## src/rtl/am_demodulator_pkg.sv

```systemverilog
// Shared types and helpers for the AM demodulator: carrier-monitor states,
// weak-window count limit and a generic signed saturator.
package am_demodulator_pkg;

    localparam int LOST_COUNT = 3;

    typedef enum logic {
        LOCKED = 1'b0,
        LOST   = 1'b1
    } carrier_state_t;

    // Clamp a signed value into the range of a 'width'-bit two's-complement number.
    function automatic logic signed [31:0] sat_signed(input logic signed [31:0] val,
                                                      input int width);
        logic signed [31:0] lim_hi;
        logic signed [31:0] lim_lo;
        lim_hi = (32'sd1 <<< (width - 1)) - 32'sd1;
        lim_lo = -(32'sd1 <<< (width - 1));
        if (val > lim_hi) begin
            return lim_hi;
        end
        if (val < lim_lo) begin
            return lim_lo;
        end
        return val;
    endfunction

endpackage

```

## src/rtl/am_demodulator_integrate_dump.sv

```systemverilog
// Full-wave rectifier followed by a boxcar integrate-and-dump over 2^WIN_LOG2
// accepted samples; emits the window mean with a one-cycle strobe.
module am_integrate_dump #(
    parameter int INPUT_WIDTH = 12,
    parameter int WIN_LOG2    = 8
) (
    input  logic                          i_clk,
    input  logic                          i_rst,
    input  logic                          i_en,
    input  logic signed [INPUT_WIDTH-1:0] i_sample,
    output logic        [INPUT_WIDTH-1:0] o_env,
    output logic                          o_env_stb
);

    localparam int MAG_W = INPUT_WIDTH - 1;
    localparam int ACC_W = MAG_W + WIN_LOG2;

    logic signed [INPUT_WIDTH-1:0] w_neg;
    logic        [MAG_W-1:0]       w_abs;
    logic        [ACC_W-1:0]       w_sum;

    logic        [MAG_W-1:0]       r_abs;
    logic                          r_v1;
    logic        [ACC_W-1:0]       r_acc;
    logic        [WIN_LOG2-1:0]    r_cnt;
    logic        [INPUT_WIDTH-1:0] r_env;
    logic                          r_env_stb;

    always_comb begin
        w_neg = -i_sample;
        if (!i_sample[INPUT_WIDTH-1]) begin
            w_abs = i_sample[MAG_W-1:0];
        end else if (w_neg[INPUT_WIDTH-1]) begin
            // Only the most negative code negates to itself; clamp it to full scale.
            w_abs = '1;
        end else begin
            w_abs = w_neg[MAG_W-1:0];
        end
    end

    assign w_sum = r_acc + ACC_W'(r_abs);

    always_ff @(posedge i_clk) begin
        if (i_rst) begin
            r_abs     <= '0;
            r_v1      <= 1'b0;
            r_acc     <= '0;
            r_cnt     <= '0;
            r_env     <= '0;
            r_env_stb <= 1'b0;
        end else begin
            r_v1      <= i_en;
            r_env_stb <= 1'b0;
            if (i_en) begin
                r_abs <= w_abs;
            end
            if (r_v1) begin
                if (r_cnt == '1) begin
                    r_env     <= {1'b0, w_sum[ACC_W-1:WIN_LOG2]};
                    r_acc     <= '0;
                    r_cnt     <= '0;
                    r_env_stb <= 1'b1;
                end else begin
                    r_acc <= w_sum;
                    r_cnt <= r_cnt + 1'b1;
                end
            end
        end
    end

    assign o_env     = r_env;
    assign o_env_stb = r_env_stb;

endmodule

```

## src/rtl/am_demodulator.sv

```systemverilog
// AM envelope demodulator: integrate-and-dump envelope, first-order DC removal,
// gain with saturation, and a carrier-loss monitor.
//
// state  | meaning
// LOCKED | fewer than LOST_COUNT+1 consecutive weak windows; wave_out live
// LOST   | carrier absent; wave_out forced to 0, envelope/DC keep tracking
module am_demodulator
    import am_demodulator_pkg::*;
#(
    parameter int INPUT_WIDTH  = 12,
    parameter int OUTPUT_WIDTH = 12,
    parameter int WIN_LOG2     = 8,
    parameter int DC_SHIFT     = 10,
    parameter int GAIN_SHIFT   = 1,
    parameter int LOST_THRESH  = 64
) (
    input  logic                           clk_in,
    input  logic                           RST,
    input  logic                           in_en,
    input  logic signed [INPUT_WIDTH-1:0]  AM_wave,
    output logic signed [OUTPUT_WIDTH-1:0] wave_out,
    output logic                           wave_valid,
    output logic        [INPUT_WIDTH-1:0]  envelope,
    output logic                           carrier_lost
);

    localparam int MAG_W = INPUT_WIDTH - 1;
    localparam int DC_W  = MAG_W + DC_SHIFT;

    logic        [INPUT_WIDTH-1:0]  w_env;
    logic                           w_env_stb;
    logic        [MAG_W-1:0]        w_dc_hi;
    logic signed [INPUT_WIDTH:0]    w_ac;
    logic signed [31:0]             w_ac32;
    logic signed [OUTPUT_WIDTH-1:0] w_wave;
    logic        [DC_W-1:0]         w_dc_next;
    logic                           w_weak_win;
    logic                           w_goes_lost;

    logic        [DC_W-1:0]         r_dc_acc;
    logic                           r_seeded;
    logic        [1:0]              r_weak;
    carrier_state_t                 r_state;
    logic signed [OUTPUT_WIDTH-1:0] r_wave_out;
    logic                           r_wave_valid;
    logic        [INPUT_WIDTH-1:0]  r_envelope;
    logic                           r_carrier_lost;

    am_integrate_dump #(
        .INPUT_WIDTH (INPUT_WIDTH),
        .WIN_LOG2    (WIN_LOG2)
    ) u_integrate_dump (
        .i_clk     (clk_in),
        .i_rst     (RST),
        .i_en      (in_en),
        .i_sample  (AM_wave),
        .o_env     (w_env),
        .o_env_stb (w_env_stb)
    );

    assign w_dc_hi   = r_dc_acc[DC_W-1:DC_SHIFT];
    assign w_ac      = r_seeded ? ($signed({1'b0, w_env}) - $signed({2'b00, w_dc_hi}))
                                : '0;
    assign w_ac32    = $signed({{(31 - INPUT_WIDTH){w_ac[INPUT_WIDTH]}}, w_ac});
    assign w_wave    = OUTPUT_WIDTH'(sat_signed(w_ac32 <<< GAIN_SHIFT, OUTPUT_WIDTH));
    assign w_dc_next = r_dc_acc + DC_W'(w_env) - DC_W'(w_dc_hi);

    // The weak counter is pinned at LOST_COUNT while LOST, so this also holds LOST.
    assign w_weak_win  = (w_env < INPUT_WIDTH'(LOST_THRESH));
    assign w_goes_lost = w_weak_win && (r_weak == 2'(LOST_COUNT));

    always_ff @(posedge clk_in) begin
        if (RST) begin
            r_dc_acc       <= '0;
            r_seeded       <= 1'b0;
            r_weak         <= '0;
            r_state        <= LOCKED;
            r_wave_out     <= '0;
            r_wave_valid   <= 1'b0;
            r_envelope     <= '0;
            r_carrier_lost <= 1'b0;
        end else begin
            r_wave_valid <= 1'b0;
            if (w_env_stb) begin
                r_wave_valid <= 1'b1;
                r_envelope   <= w_env;
                r_wave_out   <= w_goes_lost ? '0 : w_wave;
                r_seeded     <= 1'b1;
                r_dc_acc     <= r_seeded ? w_dc_next : {w_env[MAG_W-1:0], {DC_SHIFT{1'b0}}};
                case (r_state)
                    LOCKED: begin
                        if (w_goes_lost) begin
                            r_state        <= LOST;
                            r_carrier_lost <= 1'b1;
                        end else if (w_weak_win) begin
                            r_weak <= r_weak + 2'd1;
                        end else begin
                            r_weak <= '0;
                        end
                    end
                    LOST: begin
                        if (!w_weak_win) begin
                            r_state        <= LOCKED;
                            r_carrier_lost <= 1'b0;
                            r_weak         <= '0;
                        end
                    end
                endcase
            end
        end
    end

    assign wave_out     = r_wave_out;
    assign wave_valid   = r_wave_valid;
    assign envelope     = r_envelope;
    assign carrier_lost = r_carrier_lost;

endmodule

```

## config.mk

```make
export PLATFORM = sky130hd
export DESIGN_NAME = am_demodulator
export DESIGN_NICKNAME = d
export VERILOG_FILES = /design/src/rtl/am_demodulator_pkg.sv /design/src/rtl/am_demodulator_integrate_dump.sv /design/src/rtl/am_demodulator.sv
export SDC_FILE = /design/constraint.sdc
export NUM_CORES = 1
export LEC_CHECK = 0
export BUFFER_PORTS_ARGS = -buffer_cell sky130_fd_sc_hd__buf_2
export CORE_ASPECT_RATIO = 0.75
export CORE_MARGIN = 2
export CORE_UTILIZATION = 50
export DETAILED_ROUTE_END_ITERATION = 8
export PLACE_DENSITY = 0.72
export SLEW_MARGIN = 20
export SYNTH_ARGS = -nofsm -noshare
export SYNTH_HDL_FRONTEND = slang
export SYNTH_SLANG_ARGS = --single-unit
export TNS_END_PERCENT = 50
```

## constraint.sdc

```tcl
create_clock -name clk_in -period 3.1 [get_ports clk_in]
set_input_delay 0.465 -clock clk_in [delete_from_list [all_inputs] [get_ports clk_in]]
set_output_delay 0.465 -clock clk_in [all_outputs]
set_load 0.05 [all_outputs]
```

==> impl_metrics.ini, run 1 <==
[clock_tree]
tritoncts.num_buffers = 9
worst_setup_hold_path_clk_slew_ps = 70
clock_tree.root_cell = clkbuf_16
cts_max_path_buffers = 2
cts.repair_timing.setup_buffer_count = 0
cts_tree = built
worstSkewPairLatency_ps = 350
htreeDepth = 3
cts.sinks = 101

[worst_hold_path]
min_path_cells = 3
min_path_type = input pin to flop

[status]
status = completed

[yosys]
synth_enable_flop_cells = 0
synth.distinct_cells = 70
number_of_nets_in_the_synthesized_netlist = 832
netlist_area_um2 = 6381
yosysSeqAreaShare_pct = 31.69
ys_dominant_reg_cell = dfxtp_1
postSynthAreaPerCell_um2 = 8.407
post_synth_inst_count = 759
yosys_register_bits = 101
synth_async_sr_flop_share_pct = 0
synth_warnings = 0

[setup_path]
worst_setup_path_startpoint = u_integrate_dump.o_env[1]
cp.required_ps = 3360
worst-r2r-setup-slack_ps = 110
cp_common_cell = inv_1
crit-reg2reg-capture = r_dc_acc[19]
reg2reg_from = u_integrate_dump.o_env[1]
critical_path_top_delay_cell = fa_1
critical_path.cell_chain = inv_1 > fa_1 > inv_1 > ha_1 > a211oi_2 > o211a_1 > nor3_1 > nor2_2 > o31ai_2 > a21oi_1 > mux2i_1 > a311oi_1
timing_worst_setup_path_type = flop to flop
cp_max_fo = 3
endpoint_of_the_most_critical_setup_path = r_dc_acc[19]
critPathLaunchType = flop
r2r.worst_path.cells = 12
cp-end-kind = flop
cp.arrival_ps = 3240
crit_path_max_incr_delay_ps = 540

[final_layout]
final_layout_size_suffix_gt1_share_pct = 13.25
syn2layout_area_growth_pct = 11.51
postLayoutCellArea_um2 = 7116
final_nets = 869
diodes = 0

[sta]
worst_slew_pin_slew_ps = 758.2
unrepaired_setup_endpoints_after_global_routing = yes
slew-limit-headroom_pct = 49.27
finalMaxSlewViolations = 0
max_frequency_mhz = 335.0
timing.final.crit_share_pct = 96.30
worst_clock_skew_ps = 5.977
report.final.setup_viol = 0
total_count_of_hold_check_failures_in_the_final_report = 0
period_minus_ws_final_ps = 2985

[die]
core.rowCount = 35
core_area_um2 = 12350
dieArea_um2 = 13690
die_w_um = 134.4
num_ports = 41
die_h_um = 101.8
initial_utilization_pct = 51.67

[global_routing]
grt_usage_pct = 23.86
globalRouteOverflowTotal = 0
maximum_number_of_pins_on_one_net_before_global_route_repair = 65
grt_pass1_wl_um = 26080
grt_antenna_before_repair = 0
vias_in_the_first_global_route = 5198

[drt]
detail_route.wirelength_um = 16030
drt_first_iter_violations = 550
route.detailed.drc = 0
vias = 5591
drtPass1Iterations = 6
count_of_antenna_violating_nets_left_after_detailed_routing = 0
dr_vias_cell = 5.788
wire_per_inst_um = 16.59

[job]
drv_cap = 0

[pwr]
p_total_w = 0.002658
switching_part_of_the_total_pct = 24.25
cell_internal_pwr_w = 0.002014
power.static_leakage_nw = 2.933
power.clock.fraction_pct = 43.1
peak_ir_drop_on_the_vdd_network_uv = 282.1
switchingPower_w = 0.0006447
power.combinational.fraction_pct = 6.7
power_density_nw_per_um2 = 373.6
power.sequential.fraction_pct = 50.2

[placed_design]
port_buffers = 39
area_of_placed_instances_um2 = 6769
hpwl_um = 11930
place.gp.congestion = 0.9369
stage by stage:
step                worst slack (ps)  TNS [ps]  std cells  hold WS [ps]  utilization, %
finish                         114.8         0        966         433.3           57.62
global route                  -46.46    -141.0        966         453.8           57.62
CTS                            28.73         0        966         427.5           57.22
detailed placement             49.23         0        951         442.7           54.81
global placement               121.6         0        951         433.3           54.81
floorplan                      266.9         0        759         435.6               -
worst min path at each step:
stage	start	endpoint	slack (ps)
floorplan	r_weak[1]	r_weak[1]	440
global placement	wave_out[4]	wave_out[4]	430
detailed placement	wave_out[6]	wave_out[6]	440
CTS	AM_wave[0]	u_integrate_dump.r_abs[0]	430
global route	AM_wave[0]	u_integrate_dump.r_abs[0]	450
finish	AM_wave[0]	u_integrate_dump.r_abs[0]	430
cell families after synthesis:
group	after synthesis	synth area share [%]
xor gates and xnor gates	52	7.137
other	1	0.05877
and+or+nand+nor	214	15.82
muxes	21	3.314
DFF	101	31.69
adders and majority gates	58	12.90
buffers and inverters	97	6.412
AOI/OAI and AO/OA	215	22.67
sequential cells by signal (all words and copies together) (netlist names):
signal / count
u_integrate_dump.r_cnt: 8
u_integrate_dump.r_acc: 19
r_state: 1
r_seeded: 1
u_integrate_dump.r_abs: 11
envelope: 11
r_weak: 2
wave_out: 12
u_integrate_dump.o_env_stb: 1
r_dc_acc: 21
u_integrate_dump.r_v1: 1
carrier_lost: 1
wave_valid: 1
u_integrate_dump.o_env: 11
area by class of cell:
cell class,instances,area (µm²)
Clock buffer,9,225.2
Clock inverter,6,72.57
Fill cell,1103,5234
Inverter,63,236.5
Multi-Input combinational cell,561,3998
Sequential cell,101,2023
Tap cell,166,207.7
Timing Repair Buffer,60,352.8
layer usage:
layer  part of all wire, %  wire (µm)  global-route usage (%)  up-vias
li1                      -          -                       -     2741
met1                    50       7994                   34.77     2658
met2                    43       6906                   36.50      167
met3                   5.6        899                   4.613       25
met4                   1.4        228                   6.073        0
met5                     0          0                       0        -
cells in the final DEF (no fill, tap or decap), types with 7 or more instances in the layout:
master and n:
a211oi_1 19, inv_1 61, a221o_1 7, and3_1 8, a21oi_1 52, a21o_1 7, nand3_1 15, xor2_1 27
a22oi_1 15, o21bai_1 7, fa_1 13, o21ai_0 39, o31ai_1 9, a22o_1 8, dfxtp_1 100, buf_2 39
buf_4 21, nand2b_1 9, nor3_1 11, clkbuf_16 9, xnor2_1 25, nand2_1 44, nor2b_1 8, ha_1 41
mux2i_1 20, nor2_1 92
worst max-delay path, delay by kind of cell (launching register included):
kind,cells,cell delay (ps)
multiplexers,1,130
AO/OA/AOI/OAI,5,1080
adder cells (fa/ha/maj),2,850
flip-flops,1,360
buffers and inverters,2,160
AND/OR/NAND/NOR,2,320
what timing repair did:
action                                  4_1_cts  5_1_grt
gates resized for setup                       0       14
hold buffers                                  0        0
endpoints found under the setup margin        0        9
synthesized netlist by cell type, types with 3 or more instances:
master | instances | share of area, %
nor2_1 | 93 | 5.5
clkbuf_1 | 23 | 1.4
o31ai_1 | 10 | 1.2
inv_1 | 61 | 3.6
ha_1 | 45 | 8.8
mux2i_1 | 20 | 3.1
nor3b_1 | 3 | 0.35
buf_1 | 4 | 0.24
and2_1 | 3 | 0.29
a22o_1 | 8 | 1.1
nand2b_1 | 9 | 0.88
a21oi_1 | 56 | 4.4
o21ai_1 | 5 | 0.39
o21ai_0 | 39 | 3.1
a22oi_1 | 15 | 1.8
o21a_1 | 6 | 0.71
nand4_1 | 6 | 0.59
nand3_1 | 15 | 1.2
and3_1 | 8 | 0.78
a311oi_1 | 3 | 0.41
nor3_1 | 11 | 0.86
nor2b_1 | 8 | 0.78
or3_1 | 3 | 0.29
dfxtp_1 | 101 | 32
a211oi_1 | 21 | 2.5
xnor2_1 | 25 | 3.4
a31oi_1 | 6 | 0.59
a221o_1 | 7 | 1.1
a21o_1 | 7 | 0.82
o21bai_1 | 7 | 0.82
fa_1 | 13 | 4.1
xor2_1 | 27 | 3.7
nand2_1 | 44 | 2.6
power groups by stage:
stage / combinational (W) / clock (W) / sequential, W
final: 0.000177 / 0.00115 / 0.00133
after global routing: 0.000197 / 0.00121 / 0.00134
after CTS: 0.000176 / 0.00116 / 0.00133
after detailed placement: 0.000175 / 0 / 0.00136
after global placement: 0.000168 / 0 / 0.00136
after floorplan: 0.000130 / 0 / 0.00136
(Power assumes the default switching activity.)
==> inputs of run 2 (changes only) <==
- ABC_AREA: not set -> 1
==> run 2 against run 1 <==
Hold slack got worse by 26 ps. Synthesized area grew 7.1%. Largest power group unchanged. Global-route usage increased by 1.4 points. Wire length up 15%. Critical path type unchanged. Clock skew grew 0.81 ps.
==> impl_metrics.ini, run 2 <==
[yosys]
most_numerous_cell_in_the_yosys_netlist = nand2_1
yosysTopAreaCellShare_pct = 29.59
postSynthAreaPerCell_um2 = 6.501
synth_area_leaders = dfxtp_1, nand2_1, a21oi_1
synth.top_cells.by_count = nand2_1, inv_1, a21oi_1
yosysSeqAreaShare_pct = 29.59
synth_enable_flop_cells = 0
post_synth_inst_count = 1051
synth_async_sr_flop_share_pct = 0
ys_dominant_reg_cell = dfxtp_1
netlist_area_um2 = 6833
synth.distinct_cells = 37
synth_warnings = 0
yosys_register_bits = 101
number_of_nets_in_the_synthesized_netlist = 1124
yosysTopAreaCell = dfxtp_1

[placed_design]
port_buffers = 39
place.gp.congestion = 0.9350
area_of_placed_instances_um2 = 7173
hpwl_um = 14380

[die]
initial_utilization_pct = 51.95
die_h_um = 105.2
dieArea_um2 = 14630
die_w_um = 139.0
core.rowCount = 36
core_area_um2 = 13150
num_ports = 41

[clock_tree]
ctsHoldBuffers = 0
clock_tree.root_cell = clkbuf_16
htreeDepth = 3
cts_max_path_buffers = 2
cts.repair_timing.setup_buffer_count = 0
cts_tree = built
worstSkewPairLatency_ps = 340
cells_resized_by_post_cts_repair = 0
cts.sinks = 101
tritoncts.num_buffers = 9
worst_setup_hold_path_clk_slew_ps = 70

[final_layout]
num-fill-cells = 1345
postLayoutCellArea_um2 = 7470
final_layout_size_suffix_gt1_share_pct = 7.551
layout_common_cells = nand2_1, inv_1, a21oi_1
multi_input_comb_area_um2 = 4168
seq_area_um2 = 2022
final_nets = 1154
syn2layout_area_growth_pct = 9.321
diodes = 0
final_common_cell = nand2_1
max_flop_register = r_dc_acc
largest_reg_flops = 21

[sta]
report.final.setup_viol = 0
max_frequency_mhz = 374.8
hold-worst-slack_ps = 407.7
worst_slew_pin_slew_ps = 824.3
setup_tns_ps = 0
timing.final.crit_share_pct = 86.08
finalMaxSlewViolations = 0
worst_clock_skew_ps = 6.790
total_count_of_hold_check_failures_in_the_final_report = 0
unrepaired_setup_endpoints_after_global_routing = no
slew-limit-headroom_pct = 45.05
period_minus_ws_final_ps = 2668

[global_routing]
grt_antenna_before_repair = 0
grt_pass1_wl_um = 30190
vias_in_the_first_global_route = 5963
globalRouteOverflowTotal = 0
grt_usage_pct = 25.23
maximum_number_of_pins_on_one_net_before_global_route_repair = 75

[drt]
detail_route.wirelength_um = 18380
drtPass1Iterations = 6
count_of_antenna_violating_nets_left_after_detailed_routing = 0
route.detailed.drc = 0
drt_first_iter_violations = 639
wire_per_inst_um = 14.62
vias = 6719
dr_vias_cell = 5.345

[status]
status = completed

[setup_path]
critical_path_top_delay_cell = fa_1
crit_path_max_incr_delay_ps = 480
cp.required_ps = 3290
critical_path.cell_chain = inv_1 > fa_1 > inv_1 > ha_1 > nand2_1 > nand3_1 > nand2_1 > nand2_1 > nand3_1 > nand2_1 > nand2_1 > nand2_1 > o21ai_0 > a21oi_1
critPathLaunchType = flop
cp_max_fo = 6
cp_common_cell = nand2_1
cp-end-kind = flop
cp.arrival_ps = 2860
timing_worst_setup_path_type = flop to flop

[worst_hold_path]
min_path_type = input pin to flop

[pwr]
power_density_nw_per_um2 = 351.3
power.static_leakage_nw = 3.624
peak_ir_drop_on_the_vdd_network_uv = 280.9

[job]
drv_cap = 0
## run 2: cell types whose count changed in the layout (fill, tap and decap cells not counted), sizes merged, moves of 11 or more
cell	previous run	this run
buf	60	48
nand3	15	77
inv	63	136
a211oi	22	8
o31ai	11	0
xnor2	25	3
xor2	27	9
a21oi	56	116
mux2i	20	0
or2	2	14
a22oi	15	0
nand2	44	314
## run 2: power breakdown
part	internal [W]	total [W]	switching, W
Combinational	0.0000530	0.000161	0.000108
Sequential	0.00132	0.00133	0.0000132
Clock	0.000629	0.00113	0.000504
Total	0.00200	0.00262	0.000625
## run 2: path summary, 6_finish.rpt
kind                                                 from                    endpoint  slack (ps)  cells after the start
worst min register to register               envelope[10]                envelope[10]         460                      2
worst max-delay path            u_integrate_dump.o_env[2]                r_dc_acc[13]         430                     14
worst min-delay path                          AM_wave[10]  u_integrate_dump.r_abs[10]         410                      3
worst max register to register  u_integrate_dump.o_env[2]                r_dc_acc[13]         430                     14
## run 2: stage by stage
stage | util [%] | instances | setup slack (ps) | total power (W)
floorplan | - | 1051 | 845.0 | 0.001476
global placement | 54.54 | 1241 | 440.2 | 0.001516
detailed placement | 54.54 | 1241 | 496.1 | 0.001519
CTS | 56.79 | 1257 | 485.9 | 0.002645
global route | 56.79 | 1257 | 207.4 | 0.002714
finish | 56.79 | 1257 | 431.6 | 0.002624
## run 2: area by class of cell
cell class,count,share of cell area (%)
repair buffers,48,3.518
flip-flops and latches,101,27.07
inverters,135,6.784
clock inverters,7,0.9548
clock buffers,9,3.015
well taps,171,2.864
multi-input cells,786,55.80
## run 2: kinds of logic after synthesis
| group | count (synthesis) | synth area share [%] |
|---|---|---|
| AND/OR/NAND/NOR | 526 | 32.30 |
| AO/OA/AOI/OAI | 189 | 15.05 |
| buffers and inverters | 164 | 9.412 |
| flip-flops | 101 | 29.59 |
| adder cells (fa/ha/maj) | 58 | 12.05 |
| XOR/XNOR | 12 | 1.538 |
| other | 1 | 0.05488 |
## run 2: worst max-delay path, delay by kind of cell, from the launching register on
family                     cells  cell delay, ps
DFF                            1             380
adders and majority gates      2             850
buffers and inverters          2             130
AOI/OAI and AO/OA              2             250
and+or+nand+nor                8             910
## run 2: metal layers
metal	part of all wire (%)	vias to the layer above	routed length [µm]	GRT usage, %
met5	0	-	0	0
met4	0.76	0	140	3.535
met3	7.8	12	1437	5.316
met2	40	215	7309	36.95
met1	52	3019	9491	38.74
li1	-	3473	-	-
==> inputs of run 3 (changes only) <==
- CORE_ASPECT_RATIO: 0.75 -> 1.25
==> run 3 against run 2 <==
Clock skew up 1.8 ps. Non-clock buffer count fell by 3. Clock power barely moved. Die area is essentially flat. Largest cell class unchanged.
==> impl_metrics.ini, run 3 (synthesized netlist as in run 2, its figures left out) <==
[status]
status = completed

[drt]
dr_vias_cell = 5.388
count_of_antenna_violating_nets_left_after_detailed_routing = 0
route.detailed.drc = 0
vias = 6757
wire_per_inst_um = 14.55
detail_route.wirelength_um = 18240
drt_first_iter_violations = 457
drtPass1Iterations = 8

[sta]
total_count_of_hold_check_failures_in_the_final_report = 0
finalMaxSlewViolations = 0
max_frequency_mhz = 376.8
timing.final.crit_share_pct = 85.62
setup_tns_ps = 0
slew-limit-headroom_pct = 44.62
unrepaired_setup_endpoints_after_global_routing = no
worst_clock_skew_ps = 8.544
worst_slew_pin_slew_ps = 830.6
period_minus_ws_final_ps = 2654
report.final.setup_viol = 0

[final_layout]
max_flop_register = r_dc_acc
layout_common_cells = nand2_1, inv_1, a21oi_1
final_common_cell = nand2_1
diodes = 0
final_nets = 1151
syn2layout_area_growth_pct = 8.808
final_layout_size_suffix_gt1_share_pct = 7.295
largest_reg_flops = 21
num-fill-cells = 1359
utilization_pct = 55.94

[clock_tree]
htreeDepth = 3
cts.sinks = 101
cts.repair_timing.setup_buffer_count = 0
ctsHoldBuffers = 0
cts_max_path_buffers = 2
cts_tree = built
tritoncts.num_buffers = 9
cells_resized_by_post_cts_repair = 0
worst_setup_hold_path_clk_slew_ps = 70
clock_tree.root_cell = clkbuf_16
worstSkewPairLatency_ps = 360

[global_routing]
grt_pass1_wl_um = 29860
maximum_number_of_pins_on_one_net_before_global_route_repair = 75
grt_usage_pct = 25.98
vias_in_the_first_global_route = 6366
grt_antenna_before_repair = 0
globalRouteOverflowTotal = 0

[pwr]
power.sequential.fraction_pct = 50.9
power.clock.fraction_pct = 43.0
switchingPower_w = 0.0006875
power_density_nw_per_um2 = 351.6
power.combinational.fraction_pct = 6.1
cell_internal_pwr_w = 0.001926
switching_part_of_the_total_pct = 26.30
power.static_leakage_nw = 3.596
peak_ir_drop_on_the_vdd_network_uv = 380.5

[die]
dieArea_um2 = 14620
die_h_um = 134.7
core.rowCount = 47
die_w_um = 108.6
num_ports = 41
core_area_um2 = 13290
initial_utilization_pct = 51.41

[worst_hold_path]
hold_start = AM_wave[8]
min_path_cells = 3
holdPathEnd = u_integrate_dump.r_abs[8]
min_path_type = input pin to flop

[job]
drv_cap = 0

[setup_path]
crit_path_max_incr_delay_ps = 550
crit-reg2reg-capture = r_dc_acc[15]
cp.required_ps = 3310
critical_path_top_delay_cell = fa_1
critPathLaunchType = flop
cp_common_cell = nand2_1
r2r.worst_path.cells = 14
reg2reg_from = u_integrate_dump.o_env[1]
cp_max_fo = 5
cp.arrival_ps = 2870
cp-end-kind = flop
worst-r2r-setup-slack_ps = 450
critical_path.cell_chain = inv_1 > fa_1 > inv_1 > ha_1 > nand3_1 > nand3_1 > nand2_1 > nand3_1 > nand2_1 > nand2_1 > nand2_1 > nand2_1 > o21ai_0 > a21oi_1
timing_worst_setup_path_type = flop to flop

[placed_design]
port_buffers = 39
hpwl_um = 13840
place.gp.congestion = 1.015
## run 3: changes by cell type in the layout (fill, tap and decap cells not counted)
cell,delta
buf_4,-3
bufinv_16,-1
clkinv_2,-2
clkinv_4,+2
clkinvlp_4,+1
inv_6,-1
inv_8,+1
## run 3: power by group through the flow
stage | clock (W) | sequential [W] | combinational [W]
2_1_floorplan | 0 | 0.00136 | 0.000119
3_3_place_gp | 0 | 0.00136 | 0.000158
3_5_place_dp | 0 | 0.00136 | 0.000159
4_1_cts | 0.00114 | 0.00133 | 0.000160
5_1_grt | 0.00118 | 0.00133 | 0.000182
6_report | 0.00112 | 0.00133 | 0.000160
## run 3: layout make-up
class | count | area (µm²) | area share (%)
Clock buffer | 9 | 225.2 | 3.029
Clock inverter | 7 | 58.81 | 0.7910
Inverter | 135 | 506.7 | 6.816
Multi-Input combinational cell | 786 | 4168 | 56.06
Sequential cell | 101 | 2022 | 27.20
Tap cell | 171 | 214.0 | 2.878
Timing Repair Buffer | 45 | 240.2 | 3.231
## run 3: worst max-delay path by stage
stage / start / to / slack, ps / cells after the start
after floorplan: r_dc_acc[10] / r_dc_acc[15] / 850 / 15
after global placement: u_integrate_dump.o_env[1] / r_dc_acc[15] / 480 / 14
after detailed placement: u_integrate_dump.o_env[1] / r_dc_acc[15] / 490 / 14
after CTS: u_integrate_dump.o_env[1] / r_dc_acc[15] / 480 / 14
after global routing: u_integrate_dump.o_env[1] / r_dc_acc[15] / 260 / 14
final: u_integrate_dump.o_env[1] / r_dc_acc[15] / 450 / 14
## run 3: through the flow
stage	setup slack [ps]	hold WS (ps)	power, W	cells	instance area (µm²)
2_1_floorplan	845.0	445.3	0.001476	1051	6833
3_3_place_gp	480.8	447.9	0.001518	1238	7151
3_5_place_dp	486.4	448.9	0.001520	1238	7151
4_1_cts	476.5	378.2	0.002629	1254	7435
5_1_grt	260.1	395.8	0.002699	1254	7435
6_report	445.9	384.2	0.002614	1254	7435
## run 3: layer usage
metal	GRT usage (%)	up-vias	wire, µm
met3	4.826	29	811
met4	10.83	0	558
li1	-	3455	-
met1	30.97	3151	7765
met5	0	-	0
met2	45.38	122	9109
## run 3: worst max-delay path, delay by kind of cell, from the launching register on
kind	cells	cell delay, ps
buffers and inverters	2	200
AO/OA/AOI/OAI	2	230
adder cells (fa/ha/maj)	2	850
AND/OR/NAND/NOR	8	810
flip-flops	1	420
